### src/rtl/seq_detector_param_if.sv
// Serial pattern detector bus: sample controls in, match status and FSM probes out.
interface seq_detector_param_if #(
  parameter int LEN   = 4,
  parameter int CNT_W = 8
);
  localparam int SW = $clog2(LEN + 1);

  logic             x;
  logic             en;
  logic             overlap;
  logic             clear;
  logic             y;
  logic [SW-1:0]    cs;
  logic [SW-1:0]    ns;
  logic [CNT_W-1:0] match_cnt;
  logic             cnt_sat;

  modport master (output x, en, overlap, clear,
                  input  y, cs, ns, match_cnt, cnt_sat);
  modport slave  (input  x, en, overlap, clear,
                  output y, cs, ns, match_cnt, cnt_sat);
endinterface

### src/rtl/seq_detector_param.sv
// Parametrised Moore serial pattern detector with KMP-style next state,
// run-time overlap mode, sample enable, sync clear and saturating match counter.
module seq_detector_param #(
  parameter int             LEN     = 4,
  parameter logic [LEN-1:0] PATTERN = 4'b1011,
  parameter int             CNT_W   = 8
) (
  input  logic              clk,
  input  logic              rst,
  seq_detector_param_if.slave bus
);
  localparam int SW = $clog2(LEN + 1);

  logic [SW-1:0]    cs_q;
  logic [SW-1:0]    ns_d;
  logic [LEN-2:0]   hist_q;
  logic [CNT_W-1:0] cnt_q;
  logic             y_q;
  logic [LEN-1:0]   win;

  // Newest LEN bits including the bit currently on x, newest in bit 0.
  assign win = {hist_q, bus.x};

  // Largest prefix length k reachable from c_eff whose bits match the window tail.
  always_comb begin
    int   c_eff;
    logic hit;
    ns_d  = '0;
    hit   = 1'b0;
    c_eff = int'(cs_q);
    if (cs_q == SW'(LEN) && !bus.overlap) c_eff = 0;
    for (int k = 1; k <= LEN; k++) begin
      hit = 1'b1;
      for (int i = 0; i < k; i++) begin
        if (win[i] != PATTERN[LEN-k+i]) hit = 1'b0;
      end
      if (hit && (k <= c_eff + 1)) ns_d = SW'(k);
    end
  end

  always_ff @(posedge clk or negedge rst) begin
    if (!rst) begin
      cs_q   <= '0;
      hist_q <= '0;
      cnt_q  <= '0;
      y_q    <= 1'b0;
    end else if (bus.clear) begin
      cs_q   <= '0;
      hist_q <= '0;
      cnt_q  <= '0;
      y_q    <= 1'b0;
    end else if (bus.en) begin
      cs_q   <= ns_d;
      hist_q <= win[LEN-2:0];
      y_q    <= (ns_d == SW'(LEN));
      if (ns_d == SW'(LEN) && !(&cnt_q)) cnt_q <= cnt_q + CNT_W'(1);
    end
  end

  assign bus.y         = y_q;
  assign bus.cs        = cs_q;
  assign bus.ns        = ns_d;
  assign bus.match_cnt = cnt_q;
  assign bus.cnt_sat   = &cnt_q;
endmodule

### src/flat_wrapper.sv
// flat-port wrapper written by rule: the top's interface ports become plain ports
module seq_detector_param_flat 
#(
  parameter int             LEN     = 4,
  parameter logic [LEN-1:0] PATTERN = 4'b1011,
  parameter int             CNT_W   = 8
)
  (clk, rst, bus_x, bus_en, bus_overlap, bus_clear, bus_y, bus_cs, bus_ns, bus_match_cnt, bus_cnt_sat);
  seq_detector_param_if #(.LEN(LEN), .CNT_W(CNT_W)) bus_i ();
  input  logic clk;
  input  logic rst;
  input wire logic [$bits(bus_i.x)-1:0] bus_x;
  input wire logic [$bits(bus_i.en)-1:0] bus_en;
  input wire logic [$bits(bus_i.overlap)-1:0] bus_overlap;
  input wire logic [$bits(bus_i.clear)-1:0] bus_clear;
  output wire logic [$bits(bus_i.y)-1:0] bus_y;
  output wire logic [$bits(bus_i.cs)-1:0] bus_cs;
  output wire logic [$bits(bus_i.ns)-1:0] bus_ns;
  output wire logic [$bits(bus_i.match_cnt)-1:0] bus_match_cnt;
  output wire logic [$bits(bus_i.cnt_sat)-1:0] bus_cnt_sat;
  assign bus_i.x = bus_x;
  assign bus_i.en = bus_en;
  assign bus_i.overlap = bus_overlap;
  assign bus_i.clear = bus_clear;
  assign bus_y = bus_i.y;
  assign bus_cs = bus_i.cs;
  assign bus_ns = bus_i.ns;
  assign bus_match_cnt = bus_i.match_cnt;
  assign bus_cnt_sat = bus_i.cnt_sat;
  seq_detector_param #(.LEN(LEN), .PATTERN(PATTERN), .CNT_W(CNT_W)) u_core (.clk(clk), .rst(rst), .bus(bus_i));
endmodule
### config.mk
export PLATFORM = sky130hd
export DESIGN_NAME = seq_detector_param_flat
export DESIGN_NICKNAME = d
export VERILOG_FILES = /design/src/rtl/seq_detector_param_if.sv /design/src/rtl/seq_detector_param.sv /design/src/flat_wrapper.sv
export SDC_FILE = /design/constraint.sdc
export NUM_CORES = 1
export LEC_CHECK = 0
export CORE_MARGIN = 1.5
export CORE_UTILIZATION = 43
export CTS_BUF_LIST = sky130_fd_sc_hd__clkbuf_8 sky130_fd_sc_hd__clkbuf_16
export DETAILED_ROUTE_END_ITERATION = 6
export HOLD_SLACK_MARGIN = 0.08
export PLACE_DENSITY = 0.74
export RECOVER_POWER = 100
export SKIP_CTS_REPAIR_TIMING = 1
export SLEW_MARGIN = 20
export SYNTH_ARGS = -nofsm -noshare
export SYNTH_HDL_FRONTEND = slang
export SYNTH_SLANG_ARGS = --single-unit
### constraint.sdc
create_clock -name clk -period 2.1 [get_ports clk]
set_input_delay 0.42 -clock clk [delete_from_list [all_inputs] [get_ports clk]]
set_output_delay 0.42 -clock clk [all_outputs]
set_load 0.01 [all_outputs]
=== After elaboration in Yosys (flattened, before gate mapping) ===
Index checks and enable logic that the tools add are counted.

* Register bits: 15
* Logic and storage cells: 46

* Add/sub/neg operators: 2
* Magnitude comparators: 4
* Eq/ne operators: 2
* Multiplexer cells: 22
* Reduce and logical (&&, ||, !) cells: 12

{| class="wikitable"
|+ Operators with widths
! operator !! count
|-
| 3-bit by 32-bit <= comparator with 1-bit output (first input constant) || 2
|-
| 2-bit by 32-bit <= comparator with 1-bit output (first input constant) || 1
|-
| 4-bit by 32-bit <= comparator with 1-bit output (first input constant) || 1
|-
| 3-bit 2-to-1 mux || 8
|-
| 8-bit 2-to-1 mux || 3
|-
| 1-bit 2-to-1 mux || 11
|-
| 8-bit by 1-bit adder with 8-bit output (second input constant) || 1
|-
| 8-bit AND reduction || 1
|-
| 3-bit equality test (second input constant) || 2
|-
| 1-bit logical AND || 6
|-
| 3-bit by 1-bit adder with 4-bit output (second input constant) || 1
|-
| 2-bit nonzero test || 2
|-
| 1-bit logical NOT || 2
|-
| 2-bit AND reduction || 1
|}

=== Logic depth before layout (Yosys ltp) ===
Gate-level depths: netlist of the first run.

* Depth in word-level cells: 15
* Gate-level depth with buffers: 10

=== Worst setup path before layout of the first run ===
Ideal clock, no wire load.

* Kind: flip-flop to output port
* Start: register u_core.cs_q[1] (netlist: u_core.bus.cs[1])
* End: output port bus_ns[0]
* Data arrival time: 1.779 ns
* Data required time: 1.680 ns
* Setup slack: -0.099 ns
* Stages on the path, launching flop included: 9
* Path buffers: 2
* Cells stage by stage: dfrtp_1 inv_1 ha_1 nand2b_1 o2111a_1 or3_1 buf_2 clkbuf_1 o311a_1

* Cells in the longest elaborated chain, start to end: 10

{| class="wikitable"
|+ RTL lines
! element !! RTL line !! text
|-
| from (decl) || seq_detector_param.sv:14 || <nowiki>logic [SW-1:0] cs_q;</nowiki>
|-
| from (signal assigned) || seq_detector_param.sv:53 || <nowiki>cs_q <= ns_d;</nowiki>
|-
| 3-bit equality test || seq_detector_param.sv:31 || <nowiki>if (cs_q == SW'(LEN) && !bus.overlap) c_eff = 0;</nowiki>
|-
| 1-bit logical AND || seq_detector_param.sv:31 ||
|-
| 3-bit 2-to-1 mux * || seq_detector_param.sv:31 ||
|-
| 3-bit by 1-bit adder with 4-bit output * || seq_detector_param.sv:37 || <nowiki>if (hit && (k <= c_eff + 1)) ns_d = SW'(k);</nowiki>
|-
| 2-bit by 32-bit <= comparator with 1-bit output || seq_detector_param.sv:37 ||
|-
| 1-bit logical AND || seq_detector_param.sv:37 ||
|-
| 1-bit 2-to-1 mux || seq_detector_param.sv:37 ||
|-
| 3-bit 2-to-1 mux (2 in a row) || seq_detector_param.sv:37 ||
|-
| 3-bit 2-to-1 mux * || seq_detector_param.sv:37 ||
|-
| to (decl) || flat_wrapper.sv:18 || <nowiki>output wire logic [$bits(bus_i.ns)-1:0] bus_ns;</nowiki>
|}

Mark *: on every way between the ends. The rest lies on a longest branch, timed or not.

=== Worst setup path after layout of the first run ===
* Start: register u_core.cs_q[0] (netlist: u_core.bus.cs[0])
* End: output port bus_ns[0]

Same word-level chain as after synthesis.

==> results of run 1 <==
final timing paths:
kind                             startpoint  depth (start not counted)  slack (ns)                 endpoint
min in group asynchronous               rst                          1        0.66  u_core.bus.match_cnt[1]
min reg2reg                u_core.hist_q[2]                          2        0.53         u_core.hist_q[2]
max reg2reg                u_core.bus.cs[0]                          8       -0.03  u_core.bus.match_cnt[4]
max in group asynchronous               rst                          1        0.95         u_core.bus.cs[1]
min                        u_core.hist_q[2]                          2        0.53         u_core.hist_q[2]
max                        u_core.bus.cs[0]                          8       -0.14                bus_ns[0]
state kept, by name, summed over array words and instances, names as in the netlist:
name	flops
u_core.bus.match_cnt	8
u_core.bus.y	1
u_core.hist_q	3
u_core.bus.cs	3
per-layer routing:
metal / GRT usage (%) / part of all wire (%)
met5: 0 / 0
met2: 33.9 / 52
met4: 9.73 / 1.4
met1: 25.5 / 44
met3: 2.22 / 2.8
placed cells by master (no fill, tap or decap), drive strengths merged:
master	netlist	layout
buf	2	20
dfrtp	15	15
a21oi	11	11
clkdlybuf4s50	0	8
dlygate4sd3	0	8
inv	7	8
nand2	6	6
nor2	6	6
or4	5	5
o31ai	5	5
ha	5	5
clkbuf	3	5
nand2b	4	4
o21ai	4	4
nand3	4	4
mux2i	3	3
dlymetal6s2s	0	3
or3	3	3
and3	2	2
o2111a	1	1
nand4b	1	1
o311a	1	1
o311ai	1	1
nand3b	1	1
a21boi	1	1
nand4	1	1
a311oi	1	1
and2	1	1
nor3	1	1
a31o	1	1
report_power, final:
part	total (uW)	internal (uW)	switching (uW)
clock network	230	129	101
registers	299	294	5.79
logic	94.9	47.6	47.4
layout make-up:
class / instances / area share [%]
multi-input combinational: 69 / 39.5
timing repair buffer: 41 / 27.4
sequential: 15 / 25.7
clock buffer: 3 / 2.81
tap: 27 / 2.30
inverter: 7 / 2.13
clock inverter: 1 / 0.255
metrics by stage:
stage	std cells	cell area, sq um	utilization, %
after global placement	152	1220	63.0
final	163	1470	75.8
after floorplan	96	911	-
after detailed placement	152	1220	63.0
after CTS	156	1270	65.3
after global routing	163	1470	75.8
cell families after synthesis:
group,after synthesis
fa+ha+maj,5
buf+inv,12
simple gates,35
flops,15
compound gates,26
mux,3
worst reg2reg max path, cell delays in order (launching register included):
cell and delay (ns):
dfrtp_2 0.44, inv_4 0.09, ha_4 0.15, nand2b_4 0.06, o2111a_1 0.16, or3_4 0.40, buf_8 0.16, or4_4 0.49
a21oi_2 0.12
cells in the mapped netlist, drive strengths merged:
| cell type | count | area [sq um] |
|---|---|---|
| nand4b | 1 | 8.76 |
| or3 | 3 | 18.8 |
| o311ai | 1 | 8.76 |
| nor2 | 6 | 22.5 |
| o21ai | 4 | 20.0 |
| dfrtp | 15 | 375 |
| or4 | 5 | 37.5 |
| and2 | 1 | 6.26 |
| o2111a | 1 | 11.3 |
| and3 | 2 | 12.5 |
| nand2 | 6 | 22.5 |
| nand3 | 4 | 20.0 |
| nor3 | 1 | 5.00 |
| clkbuf | 3 | 11.3 |
| o31ai | 5 | 37.5 |
| o311a | 1 | 10.0 |
| a21boi | 1 | 7.51 |
| a21oi | 11 | 55.1 |
| buf | 2 | 8.75 |
| nand3b | 1 | 7.51 |
| nand2b | 4 | 25.0 |
| ha | 5 | 62.6 |
| a311oi | 1 | 8.76 |
| a31o | 1 | 8.76 |
| mux2i | 3 | 30.0 |
| nand4 | 1 | 6.26 |
| inv | 7 | 26.3 |
==> metrics.txt, run 1 <==
hold crit path type=reg2reg; Worst-Skew Late Latency=0.25 ns; clock tree buffer depth=2; Min Hold Slack=0.533 ns; worst-margin pin slew=0.701 ns; RSZ-0062 raised after global routing=yes; worst path required time=1.68 ns; Synth Area in Simple Gates=22.0%; xor and xnor area share after synthesis=0%; Crit-path slowest cell=dfrtp_2; Post-Syn Area per Cell=9.11 sq um; Rows=16; fmax=447 MHz; cts bufs inserted=3; Remaining DRCs=0; fin crit share=106%; Top Ports=22; Mapped Area=875 sq um; core area=0.00194 sq mm; initial antenna violation count=0; most used cell, CP=buf_6; dpl hpwl=1590 microns; endpoints failing setup=7; root buffer cell=clkbuf_8; DRT iter0 DRCs=16; Max-Cap Viols=0; Worst Clk Skew=0.00377 ns; post-DR wirelength/cell=16.6 microns; peak supply drop=0.344 mV; Worst Path Buf+Inv=3; # fillers=144; cells along the critical path=inv_4 > ha_4 > nand2b_4 > o2111a_1 > nor2_2 > buf_6 > o311a_4 > buf_6; H-tree depth=1; Max-slew headroom=53.1%; CTS tree=done; die width=48.1 microns; post-synth net total=107; grt ovf=0; Crit Path Class=reg2out; kind of end point of the critical path=primary output; Die Footprint=0.00231 sq mm; post-synthesis mux area share=3.43%; Synth Area in Compound Gates=19.2%; # diodes=0; Final Hold Vio Count=0; critical path startpoint category=flop; violated checks=negative setup slack; Max Slew Vio Count=0; Cells after Synth=96; Routed Antenna Nets=0; total iterations of the first detailed-routing run=4; Setup WS post-layout=-0.136 ns; ratio of cells with drive above 1 in the final layout=40.4%; gr usage total=20.0%; max incr delay on CP=0.41 ns; via count=920; delay-heaviest family, CP=compound AO/OA/AOI/OAI gates; Seq/Total Area, Yosys=42.9%; Area Overhead vs Synth=68.2%; via-per-instance ratio=5.64; largest net degree at the start of global routing=16; Port-buffer cells=21; status=finished with violations; pwr/cell area=425 mW/mm^2; setup TNS=-0.337 ns; pre-CTS WS=-0.616 ns; Die Y=48.1 microns; Final min period=2.24 ns; Yosys warning total=0; FF/Latch Area=378 sq um; Lkg Pwr=0.000683 uW; Max FO, Critical Path=4; first-pass GRT wire length=3170 microns; largest family of logic cells by synthesized area=simple AND/OR/NAND/NOR gates; Final nets=148; final wirelength=2710 microns; vias in the first global route=723; area occupied by multi-input gates=581 sq um; FF+latch count, synth=15; Yosys cell types=29; Synth Area in Adders=7.15%; RD Place Congestion=0.765; Worst EP arrival=1.82 ns; Tot Pwr=625 uW; Starting Density=45.0%; Worst-path clk slew=0.06 ns; CTS sink cnt=15
Power figures use the tool's default switching activity.
==> run 2: changes to the inputs <==
Settings changed: ABC_AREA from default to 1, CELL_PAD_IN_SITES_DETAIL_PLACEMENT from default to 1, CELL_PAD_IN_SITES_GLOBAL_PLACEMENT from default to 1, CORE_ASPECT_RATIO from default to 0.6, CORE_UTILIZATION 43 to 33, PLACE_DENSITY 0.74 to default, PLACE_DENSITY_LB_ADDON from default to 0.1.
==> run 2 against run 1 <==
Net effect:
- the flow still finishes with violations (negative setup slack)
- first-iteration DRC count grew to 2.6 times the previous value
- sequential power is 1% lower
- sequential cell count stayed put
- clock skew is 0.0024 ns higher
- critical path depth is 2 higher
- hold slack worse by 0.023 ns
- fmax is 5.9% higher
- highest routed layer unchanged
==> metrics.txt, run 2 <==
internal power=458 uW; worst reg2reg endpoint=u_core.bus.match_cnt[1]; most used cell, CP=nand2_1; commonest non-fill, non-tap cells in the layout=nand2_1 (30), buf_4 (20), nand3_1 (19); EDFF count, synth=0; cell depth of the worst flop-to-flop path=11; initial antenna violation count=0; Tot Pwr=617 uW; Crit-path slowest cell=dfrtp_1; grt ovf=0; violated checks=negative setup slack; max incr delay on CP=0.41 ns; Max-Cap Viols=0; Setup WS post-layout=-0.0121 ns; Yosys top cell area share=36.2%; met1 global-route usage=26.8%; Final nets=188; met3 Usage GRT=4.60%; DRT iter0 DRCs=41; Remaining DRCs=0; Routed Antenna Nets=0; R2R setup slack=0.55 ns; Rows=15; Port-buffer cells=21; Reg2Reg Launch Point=u_core.bus.cs[1]; delay-heaviest family, CP=simple AND/OR/NAND/NOR gates; ratio of cells with drive above 1 in the final layout=29.5%; Min Hold Slack=0.510 ns; clock tree buffer depth=2; status=finished with violations; Starting Density=35.4%; fin crit share=101%; Switching Fraction=25.7%; # fillers=380; leading post-synthesis cells by cell area=dfrtp_1 (36%), nand2_1 (11%), nand3_1 (9.2%); CTS sink cnt=15; largest net degree at the start of global routing=17; via count=1001; clock power share=38.7%; Crit Path Class=reg2out; Mapped Area=0.00104 sq mm; switching power=159 uW; Cells after Synth=131; max FFs per register=8; Area Overhead vs Synth=48.4%; FF+latch count, synth=15; Worst Clk Skew=0.00612 ns; Worst EP arrival=1.69 ns; gr usage total=18.7%; FF/Latch Area=377 sq um; most common library cell in the layout ignoring fill and taps=nand2_1; ys flop type=dfrtp_1; fmax=473 MHz; area leader, netlist=dfrtp_1; Yosys warning total=0; CTS tree=done; Worst Path Buf+Inv=3; post-DR wirelength/cell=13.8 microns; Die Footprint=0.00350 sq mm; worst path required time=1.68 ns; die width=75.4 microns; Max FO, Critical Path=4; critical path startpoint category=flop; core area=0.00293 sq mm; Final min period=2.11 ns; pwr/cell area=401 mW/mm^2; root buffer cell=clkbuf_8; Worst-path clk slew=0.07 ns; vias in the first global route=950; Max Slew Vio Count=0; met2 Use GR=28.9%; first-pass GRT wire length=4650 microns; total iterations of the first detailed-routing run=4; hold path cells=2; RD Place Congestion=0.874; logic gate share of total power=13.4%; endpoints failing setup=1; Yosys cell types=24; Top Ports=22; Lkg Pwr=0.000877 uW; Post-Syn Area per Cell=7.92 sq um; dpl hpwl=2340 microns; worst-margin pin slew=0.852 ns; asr flop ratio synth=100%; RSZ-0062 raised after global routing=yes; Final Hold Vio Count=0; Sequential Power Share=47.9%; Worst Hold End=u_core.bus.y; cells along the critical path=inv_2 > ha_4 > inv_2 > o21ai_2 > nand2_2 > nand2_4 > nand2_1 > nand2_1 > nand2_1 > dlymetal6s2s_1; pre-CTS WS=-0.321 ns; final wirelength=3000 microns; post-synth net total=142; # diodes=0; hold wc startpoint=u_core.bus.y; H-tree depth=1; Max-slew headroom=43.2%; Commonest cells post-synth=nand2_1 (31), inv_1 (19), nand3_1 (19); via-per-instance ratio=4.59; Top Usage Layer GRT=met2; kind of end point of the critical path=primary output; area occupied by multi-input gates=611 sq um; peak supply drop=0.191 mV; hold crit path type=reg2reg; cts bufs inserted=3; Die Y=46.4 microns; Seq/Total Area, Yosys=36.2%; Worst-Skew Late Latency=0.25 ns; DP Cell Count=208; cell with the most instances after synthesis=nand2_1; Finished Layout Cells=218
[run 2: cell type report]
type,instances,share of cell area (%)
Clock buffer,3,2.68
Clock inverter,1,0.244
Inverter,22,5.53
Multi-Input combinational cell,93,39.7
Sequential cell,15,24.5
Tap cell,42,3.41
Timing Repair Buffer,42,24.0
[run 2: power by group through the flow]
| stage | Combinational, uW | Sequential [uW] | Clock [uW] |
|---|---|---|---|
| global placement | 76.8 | 300 | 0 |
| CTS | 80.0 | 295 | 245 |
| detailed placement | 79.1 | 300 | 0 |
| global route | 92.0 | 295 | 261 |
| floorplan | 30.2 | 301 | 0 |
| finish | 82.6 | 295 | 239 |
[run 2: kinds of logic (layout without fill, tap and decap cells)]
family,after synthesis,after routing,share of synthesized area (%)
buf+inv,23,68,8.69
fa+ha+maj,5,5,6.03
simple gates,77,77,42.1
flops,15,15,36.2
xor+xnor,4,4,3.38
compound gates,7,7,3.62
[run 2: how the worst max path moves through the flow]
| stage | slack [ns] | cells after the start | start | to |
|---|---|---|---|---|
| after CTS | -0.47 | 9 | u_core.bus.cs[0] | bus_ns[0] |
| after global routing | -0.11 | 10 | u_core.bus.cs[1] | bus_ns[1] |
| after floorplan | 0.29 | 7 | u_core.bus.cs[0] | bus_ns[0] |
| after global placement | -0.25 | 8 | bus_overlap | bus_ns[0] |
| final | -0.01 | 10 | u_core.bus.cs[1] | bus_ns[1] |
| after detailed placement | -0.32 | 8 | bus_overlap | bus_ns[0] |
[run 2: worst min-delay path: stages (launching register included)]
cell,delay [ns]
dfrtp_1,0.35
nand2_1,0.06
nand2_1,0.06
[run 2: metrics by stage]
stage | util [%] | area (sq um) | TNS, ns
floorplan | - | 1040 | 0
global placement | 48.1 | 1410 | -0.650
detailed placement | 48.1 | 1410 | -0.800
CTS | 49.6 | 1450 | -1.43
global route | 52.6 | 1540 | -0.123
finish | 52.6 | 1540 | -0.0121
[run 2: routing by layer]
| metal | routed length, microns | vias to the layer above | share of wire, % |
|---|---|---|---|
| li1 | - | 499 | - |
| met1 | 1590 | 479 | 53 |
| met2 | 1310 | 19 | 44 |
| met3 | 81 | 4 | 2.7 |
| met4 | 20 | 0 | 0.67 |
| met5 | 0 | - | 0 |
==> run 3: changes to the inputs <==
Settings changed: ABC_CLOCK_PERIOD_IN_PS from default to 2100, MAX_ROUTING_LAYER from default to met4.
==> run 3 against run 2 <==
Net effect:
- the flow still finishes with violations (negative setup slack)
- via count unchanged
- hold slack stayed put
- clock skew is essentially flat
- worst setup slack hardly changed
- routed wire length unchanged
- first-iteration DRC count did not move
- register-to-register slack is essentially flat
- die area unchanged
- count of clock-buffer cells in the layout unchanged
- sequential power is essentially flat
- clock power is essentially flat
- utilization unchanged
==> metrics.txt, run 3 (same netlist as run 2, synthesis figures left out) <==
Rows=15; fmax=473 MHz; DRT iter0 DRCs=41; max FFs per register=8; fin crit share=101%; total iterations of the first detailed-routing run=4; RD Place Congestion=0.889; Crit Path Class=reg2out; CTS tree=done; Top Ports=22; worst-margin pin slew=0.852 ns; worst path required time=1.68 ns; Final nets=188; Finished Layout Cells=218; Max FO, Critical Path=4; Final min period=2.11 ns; cell depth of the worst flop-to-flop path=11; clock tree buffer depth=2; critical path startpoint category=flop; Final Hold Vio Count=0; dpl hpwl=2340 microns; final wirelength=3000 microns; grt ovf=0; root buffer cell=clkbuf_8; die width=75.4 microns; pwr/cell area=401 mW/mm^2; Worst Path Buf+Inv=3; R2R setup slack=0.55 ns; peak supply drop=0.191 mV; H-tree depth=1; Routed Antenna Nets=0; largest net degree at the start of global routing=17; cts bufs inserted=3; worst reg2reg endpoint=u_core.bus.match_cnt[1]; most used cell, CP=nand2_1; Crit-path slowest cell=dfrtp_1; endpoints failing setup=1; DP Cell Count=208; Worst-Skew Late Latency=0.25 ns; Lkg Pwr=0.000877 uW; ratio of cells with drive above 1 in the final layout=29.5%; via-per-instance ratio=4.59; initial antenna violation count=0; Max Slew Vio Count=0; via count=1001; post-placement cell area=0.00141 sq mm; kind of end point of the critical path=primary output; first-pass GRT wire length=4660 microns; hold path cells=2; Tot Pwr=617 uW; commonest non-fill, non-tap cells in the layout=nand2_1 (30), buf_4 (20), nand3_1 (19); Worst-path clk slew=0.07 ns; Max-slew headroom=43.2%; Remaining DRCs=0; design area=0.00154 sq mm; CTS sink cnt=15; Starting Density=35.4%; pre-CTS WS=-0.321 ns; Die Y=46.4 microns; post-DR wirelength/cell=13.8 microns; Worst Clk Skew=0.00609 ns; # diodes=0; Port-buffer cells=21; Area Overhead vs Synth=48.4%; RSZ-0062 raised after global routing=yes; vias in the first global route=945; Worst Hold End=u_core.bus.y; hold crit path type=reg2reg; Setup WS post-layout=-0.0122 ns; cells along the critical path=inv_2 > ha_4 > inv_2 > o21ai_2 > nand2_2 > nand2_4 > nand2_1 > nand2_1 > nand2_1 > dlymetal6s2s_1; violated checks=negative setup slack; hold wc startpoint=u_core.bus.y; delay-heaviest family, CP=simple AND/OR/NAND/NOR gates; core area=0.00293 sq mm; max incr delay on CP=0.41 ns; Die Footprint=0.00350 sq mm; most common library cell in the layout ignoring fill and taps=nand2_1; Max-Cap Viols=0; status=finished with violations; Worst EP arrival=1.69 ns; gr usage total=19.3%; Reg2Reg Launch Point=u_core.bus.cs[1]; Final Core Density=52.6%
## run 3: cell type report
type                            count  area, sq um
Fill cell                         380         1390
Multi-Input combinational cell     93          611
Sequential cell                    15          377
Timing Repair Buffer               42          369
Inverter                           22         85.1
Tap cell                           42         52.6
Clock buffer                        3         41.3
Clock inverter                      1         3.75
## run 3: how the worst max path moves through the flow
stage	from	end	cells past startpoint
2_1_floorplan	u_core.bus.cs[0]	bus_ns[0]	7
3_3_place_gp	bus_overlap	bus_ns[0]	8
3_5_place_dp	bus_overlap	bus_ns[0]	8
4_1_cts	u_core.bus.cs[0]	bus_ns[0]	9
5_1_grt	u_core.bus.cs[1]	bus_ns[1]	10
6_report	u_core.bus.cs[1]	bus_ns[1]	10
## run 3: worst min-delay path: stages, from the launching register on
cell and delay [ns]:
dfrtp_1 0.35, nand2_1 0.06, nand2_1 0.06
## run 3: report_power, final
| part | total [uW] | switching, uW | internal (uW) |
|---|---|---|---|
| clock | 239 | 109 | 130 |
| combinational | 82.6 | 46.4 | 36.2 |
| sequential | 295 | 3.10 | 292 |
| total | 617 | 159 | 458 |
## run 3: per-layer routing
| layer | vias up | share of wire [%] | wire (microns) | track usage (%) |
|---|---|---|---|---|
| met5 | - | 0 | 0 | - |
| met4 | 0 | 0.80 | 24 | 3.21 |
| met3 | 4 | 2.6 | 79 | 4.60 |
| met2 | 19 | 44 | 1310 | 28.9 |
| met1 | 479 | 53 | 1590 | 26.8 |
| li1 | 499 | - | - | - |
## run 3: through the flow
stage / setup TNS [ns] / hold slack (ns)
after floorplan: 0 / 0.124
after global placement: -0.650 / 0.465
after detailed placement: -0.800 / 0.503
after CTS: -1.43 / 0.494
after global routing: -0.123 / 0.545
final: -0.0122 / 0.510
